===== src/rtl/arb_rr_pkt.sv =====
// Packet-granular round-robin arbiter: locks the grant for a whole packet and
// rotates priority past the winner on release, with an optional beat watchdog.
module arb_rr_pkt #(
  parameter int WIDTH     = 4,
  parameter int MAX_BEATS = 16,
  parameter int CNT_W     = 5,
  localparam int IW       = (WIDTH > 1) ? $clog2(WIDTH) : 1
) (
  input  logic             clk,
  input  logic             rst,
  input  logic [WIDTH-1:0] req,
  input  logic [WIDTH-1:0] req_last,
  output logic [WIDTH-1:0] req_rdy,
  output logic             out_vld,
  output logic             out_last,
  input  logic             out_rdy,
  output logic [WIDTH-1:0] grant,
  output logic [IW-1:0]    grant_idx,
  output logic             busy,
  output logic             trunc
);

  typedef enum logic [0:0] {
    IDLE = 1'b0,
    LOCK = 1'b1
  } state_t;

  localparam logic WD_EN = (MAX_BEATS > 0) ? 1'b1 : 1'b0;

  state_t             state_r;
  logic [WIDTH-1:0]   ptr_r;
  logic [CNT_W-1:0]   cnt_r;
  logic [2*WIDTH-1:0] dbl_req_s;
  logic [2*WIDTH-1:0] dbl_win_s;
  logic [WIDTH-1:0]   win_s;
  logic               acc_s;
  logic [CNT_W-1:0]   cnt_inc_s;
  logic               wd_hit_s;

  function automatic logic [IW-1:0] oh2idx(input logic [WIDTH-1:0] oh);
    logic [IW-1:0] idx;
    idx = {IW{1'b0}};
    for (int i = 0; i < WIDTH; i++) begin
      if (oh[i]) idx = idx | IW'(i);
      else       idx = idx;
    end
    return idx;
  endfunction

  function automatic logic [WIDTH-1:0] rotl1(input logic [WIDTH-1:0] oh);
    logic [WIDTH-1:0] r;
    r = {WIDTH{1'b0}};
    for (int i = 0; i < WIDTH; i++) r[(i + 1) % WIDTH] = oh[i];
    return r;
  endfunction

  // Winner select: the borrow of (req - ptr) over a doubled vector clears every
  // request below the pointer, so the lowest surviving bit wraps naturally.
  always_comb begin
    dbl_req_s = {req, req};
    dbl_win_s = dbl_req_s & ~(dbl_req_s - {{WIDTH{1'b0}}, ptr_r});
    win_s     = dbl_win_s[WIDTH-1:0] | dbl_win_s[2*WIDTH-1:WIDTH];
  end

  // Channel steering and beat-accept / watchdog detection from the held grant.
  always_comb begin
    req_rdy   = grant & {WIDTH{out_rdy}};
    out_vld   = |(req & grant);
    out_last  = |(req_last & req & grant);
    acc_s     = out_vld & out_rdy;
    cnt_inc_s = cnt_r + {{(CNT_W-1){1'b0}}, 1'b1};
    wd_hit_s  = WD_EN & (cnt_inc_s == CNT_W'(MAX_BEATS));
  end

  // Arbitration FSM with registered grant, index, busy and trunc.
  always_ff @(posedge clk) begin
    if (rst) begin
      state_r   <= IDLE;
      grant     <= {WIDTH{1'b0}};
      grant_idx <= {IW{1'b0}};
      busy      <= 1'b0;
      trunc     <= 1'b0;
      cnt_r     <= {CNT_W{1'b0}};
      ptr_r     <= {{(WIDTH-1){1'b0}}, 1'b1};
    end else begin
      case (state_r)
        IDLE: begin
          trunc <= 1'b0;
          if (|req) begin
            state_r   <= LOCK;
            grant     <= win_s;
            grant_idx <= oh2idx(win_s);
            busy      <= 1'b1;
            cnt_r     <= {CNT_W{1'b0}};
          end
        end
        LOCK: begin
          // A last beat takes precedence over the watchdog, so trunc only
          // fires when the release was forced.
          if (acc_s && (out_last || wd_hit_s)) begin
            state_r   <= IDLE;
            grant     <= {WIDTH{1'b0}};
            grant_idx <= {IW{1'b0}};
            busy      <= 1'b0;
            cnt_r     <= {CNT_W{1'b0}};
            ptr_r     <= rotl1(grant);
            trunc     <= ~out_last;
          end else begin
            trunc <= 1'b0;
            if (acc_s) cnt_r <= cnt_inc_s;
          end
        end
        default: begin
          state_r   <= IDLE;
          grant     <= {WIDTH{1'b0}};
          grant_idx <= {IW{1'b0}};
          busy      <= 1'b0;
          trunc     <= 1'b0;
          cnt_r     <= {CNT_W{1'b0}};
        end
      endcase
    end
  end

endmodule


===== config.mk =====
export PLATFORM = sky130hd
export DESIGN_NAME = arb_rr_pkt
export DESIGN_NICKNAME = d
export VERILOG_FILES = /design/src/rtl/arb_rr_pkt.sv
export SDC_FILE = /design/constraint.sdc
export NUM_CORES = 1
export LEC_CHECK = 0
export ABC_CLOCK_PERIOD_IN_PS = 1480
export BUFFER_PORTS_ARGS = -buffer_cell sky130_fd_sc_hd__clkbuf_2
export CAP_MARGIN = 20
export CORE_MARGIN = 5
export CORE_UTILIZATION = 47
export CTS_CLUSTER_DIAMETER = 120
export CTS_CLUSTER_SIZE = 16
export DETAILED_ROUTE_END_ITERATION = 7
export PLACE_DENSITY = 0.74
export SYNTH_ARGS = -nofsm -noshare
export SYNTH_HDL_FRONTEND = slang
export SYNTH_SLANG_ARGS = --single-unit

===== constraint.sdc =====
create_clock -name clk -period 1.48 [get_ports clk]
set_clock_uncertainty 0.1 [all_clocks]
set_input_delay 0.074 -clock clk [delete_from_list [all_inputs] [get_ports clk]]
set_output_delay 0.074 -clock clk [all_outputs]
set_load 0.02 [all_outputs]

==> results of run 1 <==
cells by family (layout without fill, tap and decap cells):
logic type	after synthesis	in the layout	share of synthesized area
AND/OR/NAND/NOR	44	44	0.253
AO/OA/AOI/OAI	43	43	0.274
flip-flops	18	18	0.338
buffers and inverters	8	69	0.0305
adder cells (fa/ha/maj)	5	5	0.0657
XOR/XNOR	2	2	0.0164
multiplexers	2	2	0.0223
worst min-delay path by stage:
stage,to,slack [ns],depth (start not counted)
3_5_place_dp,ptr_r[1],0.37,2
4_1_cts,ptr_r[2],0.08,2
2_1_floorplan,grant[2],0.16,2
3_3_place_gp,ptr_r[3],0.37,2
5_1_grt,ptr_r[2],0.1,2
6_report,cnt_r[0],0.09,2
critical path, delay by kind of cell, from the launching register on:
kind | cells | cell delay (ns)
AOI/OAI and AO/OA | 3 | 0.57
adders and majority gates | 1 | 0.35
DFF | 1 | 0.38
and+or+nand+nor | 3 | 0.28
report_power, final:
group	internal (µW)	leakage [µW]	switching (µW)
clock network	94.9	0.0000138	153
registers	498	0.000151	15.4
logic	149	0.000540	181
final cells by class:
| type | count | area (µm²) |
|---|---|---|
| Inverter | 3 | 11.3 |
| Tap cell | 28 | 35.0 |
| Clock buffer | 3 | 22.5 |
| Sequential cell | 18 | 382 |
| Multi-Input combinational cell | 96 | 851 |
| Timing Repair Buffer | 63 | 443 |
| Fill cell | 128 | 447 |
cell usage after synthesis, drive strengths merged:
cell type	n	area (µm²)
a2111oi	2	20.0
a211o	1	8.76
a211oi	1	12.5
a21boi	1	7.51
a21o	3	23.8
a21oi	13	65.1
a22oi	3	27.5
a31o	1	8.76
a31oi	2	12.5
and2	5	31.3
and3	2	12.5
buf	3	13.8
clkbuf	2	7.51
dfxtp	18	360
fa	1	20.0
ha	4	50.1
inv	3	11.3
mux2i	2	23.8
nand2	3	11.3
nand2b	3	18.8
nand3	8	40.0
nand3b	4	30.0
nand4	1	21.3
nand4b	1	8.76
nor2	7	31.3
nor2b	4	25.0
nor3	3	15.0
nor4	3	25.0
o21ai	9	45.0
o221ai	6	52.6
o41ai	1	8.76
xnor2	1	8.76
xor2	1	8.76
sequential cells by signal, summed over array words and instances (netlist names):
register and count:
state_r 1, cnt_r 5, grant_idx 2, trunc 1
busy 1, ptr_r 4, grant 4
repair_timing:
item	CTS	global route
endpoints found under the setup margin	17	18
pin swaps	8	17
buffers inserted	6	6
hold buffers	0	0
gates resized for setup	19	27
layer usage:
layer / wire length [µm] / up-vias
li1: - / 589
met5: 0 / -
met4: 42 / 0
met1: 1670 / 601
met2: 1830 / 74
met3: 230 / 7
through the flow:
stage	instance area [µm²]	hold WS, ns
6_report	1740	0.0947
5_1_grt	1740	0.0995
4_1_cts	1590	0.0806
3_5_place_dp	1460	0.369
3_3_place_gp	1460	0.366
2_1_floorplan	1110	0.157
==> results.cfg, run 1 <==
[outcome]
outcome = finished, violations left
violations = setup timing

[cells_and_area]
layout-drive-gt1-share = 0.601
final_cell_mix = 31 x buf_4, 24 x clkbuf_2, 10 x a21oi_1
fin_util = 0.796
final_common_cell = buf_4
nets = 201
area_growth_syn_to_layout_pct = 63.4
instances_no_fill = 211
num_antenna_cells = 0

[power]
ir_drop_mv = 0.734
power.total_uw = 1090
powerDensity_nw_per_um2 = 625
leakagePower_uw = 0.000705

[floorplan]
fp.coreArea_um2 = 2190
die-area_um2 = 3320
die_y_um = 57.7
start_util = 0.487
die_w_um = 57.7
pin_count = 25
rows = 17

[clock_tree]
cts_sinks = 18
cts_tree = done
numCtsBuffers = 3
ctsRootBufferMaster = clkbuf_4
clock_latency_ns = 0.30
htree_levels = 1
clk_pin_slew_ns = 0.10
clock_path_buffers = 2

[worst_setup_path]
cp-start-kind = flip-flop
r2r_setup_slack_ns = -0.26
cp-endpoint = grant_idx[1]
critical_path_arrival_ns = 1.87
slowest_stage = dfxtp_2
required_ns = 1.61
crit_type = reg2reg
crit_path_cell_trace = nand2b_4 > fa_2 > a21oi_2 > nor2b_2 > o41ai_2 > nand3b_1 > a31oi_1
reg2reg_from = ptr_r[0]
crit_fanout = 2
crit_start = ptr_r[0]
worstRegToRegCells = 7
worstReg2RegEnd = grant_idx[1]
crit_path_end_kind = flip-flop
slowest_delay_ns = 0.38

[synthesis]
syn_nets = 138
synth_cell_types = 40
yosysSeqAreaShare = 0.338
yosysWarnings = 0
syn_avg_cell_area_um2 = 8.75
postSynthCellCount = 122
syn_area_um2 = 1070
synth-seq-cells = 18

[timing]
worst_slack_ns = -0.263
fmax_ghz = 0.574
grt_setup_unrepaired = yes
maxSlewViolCount = 0
fin_crit_sh = 1.18
hold_viol_final = 0
setup_violations = 17
tightest_slew_ns = 0.383
setup_tns_ns = -1.92
max-slew-margin-rel = 0.743
fin_crit_ns = 1.74

[global_route]
grtUsageMet2 = 0.340
antenna_found_initial = 0
grt_use_met1 = 0.275
grt_overflow = 0
grt_pass1_wl_um = 5560
gr-usage-all-layers = 0.209
grt_max_degree = 19
grt_pass1_vias = 1225
gr-max-usage-layer = met2
met3_usage = 0.0312

[run]
drv_cap = 0

[route]
wire_per_inst_um = 17.9
first_iter_violations = 99
routed_wl_um = 3770
ant_nets = 0
routed_via_density = 6.02
drc = 0
num_vias = 1271
first_pass_iters = 5

[place]
dp_hpwl_um = 2370
dp_slack_ns = -0.306
numPortBuffers = 24
routabilityCongestion = 0.945
placed_cells = 198

[worst_hold_path]
hold_path.class = in2reg
hold_path_startpoint = rst
Note: power is estimated with default switching activity, not from simulation.
==> run 2, diff against run 1 <==
--- a/config.mk
+++ b/config.mk
@@ -9,11 +9,11 @@
 export BUFFER_PORTS_ARGS = -buffer_cell sky130_fd_sc_hd__clkbuf_2
 export CAP_MARGIN = 20
 export CORE_MARGIN = 5
-export CORE_UTILIZATION = 47
+export CORE_UTILIZATION = 35
 export CTS_CLUSTER_DIAMETER = 120
 export CTS_CLUSTER_SIZE = 16
 export DETAILED_ROUTE_END_ITERATION = 7
-export PLACE_DENSITY = 0.74
+export SKIP_CTS_REPAIR_TIMING = 1
 export SYNTH_ARGS = -nofsm -noshare
 export SYNTH_HDL_FRONTEND = slang
 export SYNTH_SLANG_ARGS = --single-unit
==> run 2 against run 1 <==
The flow still finishes with violations (setup timing). Largest cell class unchanged. Hold slack improved by 0.0017 ns. Final area decreased by 1.9%. Via count decreased by 9.3%. Total power increased by 4.8%.
==> results.cfg, run 2 (synthesis results as in run 1) <==
[power]
clkPwrFrac = 0.275
combPwrFrac = 0.277
leakagePower_uw = 0.000668
powerDensity_nw_per_um2 = 668
power.total_uw = 1140
seqPwrFrac = 0.448
ir_drop_mv = 0.383
p_sw_frac = 0.311
p_int_uw = 788
p_sw_uw = 356

[worst_setup_path]
cp-endpoint = grant_idx[1]
r2r_setup_slack_ns = -0.29
crit_type = reg2reg
crit_path_cell_trace = nand2b_4 > fa_2 > a21oi_2 > nor2b_1 > o41ai_2 > nand3b_1 > a31oi_1
worstRegToRegCells = 7
slowest_stage = dfxtp_4
worstReg2RegEnd = grant_idx[1]
crit_path_end_kind = flip-flop
crit_start = ptr_r[0]
cp-start-kind = flip-flop
crit_fanout = 3
critical_path_arrival_ns = 1.90
cp.buffers_inverters = 0
critical_path.top_delay_family = compound AO/OA/AOI/OAI gates
required_ns = 1.60
path_depth = 7
reg2reg_from = ptr_r[0]
slowest_delay_ns = 0.39

[cells_and_area]
final_area_um2 = 1710
multi_input_comb_area_um2 = 876
largest_reg_flops = 5
fillers = 266
final_common_cell = buf_4
top_register = cnt_r
nets = 191
layout-drive-gt1-share = 0.603
final_cell_mix = 24 x buf_4, 23 x clkbuf_2, 11 x a21oi_1
seq_area_um2 = 384
area_growth_syn_to_layout_pct = 60.4
top_regs = cnt_r: 5 flops, grant: 4 flops, ptr_r: 4 flops
num_antenna_cells = 0

[timing]
hold_viol_final = 0
setup_tns_ns = -1.50
worst_slack_ns = -0.295
fin_crit_ns = 1.77
maxSlewViolCount = 0
fmax_ghz = 0.563
max-slew-margin-rel = 0.745
grt_setup_unrepaired = yes
tightest_slew_ns = 0.383
fin_crit_sh = 1.20
setup_violations = 15

[clock_tree]
cts_sinks = 18
ctsRootBufferMaster = clkbuf_4
htree_levels = 1
numCtsBuffers = 3
cts_tree = done
clock_latency_ns = 0.29
clock_path_buffers = 2
clk_pin_slew_ns = 0.11

[global_route]
antenna_found_initial = 0
grt_pass1_wl_um = 4970
gr-usage-all-layers = 0.144
grt_max_degree = 19
grt_overflow = 0
grt_pass1_vias = 1045

[route]
first_iter_violations = 33
ant_nets = 0
routed_wl_um = 3200
num_vias = 1153
drc = 0
first_pass_iters = 4
wire_per_inst_um = 15.5
routed_via_density = 5.57

[worst_hold_path]
hold_path.class = in2reg

[floorplan]
fp.coreArea_um2 = 2980
die-area_um2 = 4250
pin_count = 25
rows = 20
die_y_um = 65.2
start_util = 0.358
die_w_um = 65.2

[place]
routabilityCongestion = 0.801
placed_area_um2 = 1440
dp_slack_ns = -0.302
dp_hpwl_um = 2220
numPortBuffers = 24

[run]
drv_cap = 0

[outcome]
violations = setup timing
outcome = finished, violations left
run 2: final cells by class:
cell class / count / area share
well taps: 33 / 0.0241
flip-flops and latches: 18 / 0.224
inverters: 3 / 0.00658
repair buffers: 53 / 0.212
clock buffers: 4 / 0.0212
multi-input cells: 96 / 0.512
run 2: how the worst min path moves through the flow:
stage                     startpoint  endpoint  slack, ns  depth (start not counted)
after floorplan               req[2]  grant[2]       0.16                          2
after global placement      ptr_r[3]  ptr_r[3]       0.37                          2
after detailed placement    ptr_r[1]  ptr_r[1]       0.37                          2
after CTS                        rst  ptr_r[2]       0.08                          2
after global routing             rst  cnt_r[0]       0.10                          2
final                            rst  cnt_r[3]        0.1                          2
run 2: per-layer routing:
metal	vias to the layer above	track usage	share of wire
li1	566	-	-
met1	547	0.207	0.48
met2	34	0.224	0.46
met3	6	0.0274	0.049
met4	0	0.0311	0.011
met5	-	0	0
run 2: power by group through the flow:
stage / clock network [µW] / logic, µW / registers [µW]
6_report: 315 / 317 / 512
3_5_place_dp: 0 / 257 / 526
4_1_cts: 321 / 259 / 515
5_1_grt: 343 / 342 / 515
2_1_floorplan: 0 / 123 / 544
3_3_place_gp: 0 / 254 / 526
run 2: worst register-to-register path, cell delays in order (launching register included):
cell and delay (ns):
dfxtp_4 0.39, nand2b_4 0.06, fa_2 0.36, a21oi_2 0.14, nor2b_1 0.08, o41ai_2 0.20
nand3b_1 0.15, a31oi_1 0.21
run 2: metrics by stage:
step	hold slack, ns	util	std cells
2_1_floorplan	0.157	-	122
3_3_place_gp	0.372	0.482	199
3_5_place_dp	0.369	0.482	199
4_1_cts	0.0844	0.495	203
5_1_grt	0.102	0.575	207
6_report	0.0965	0.575	207
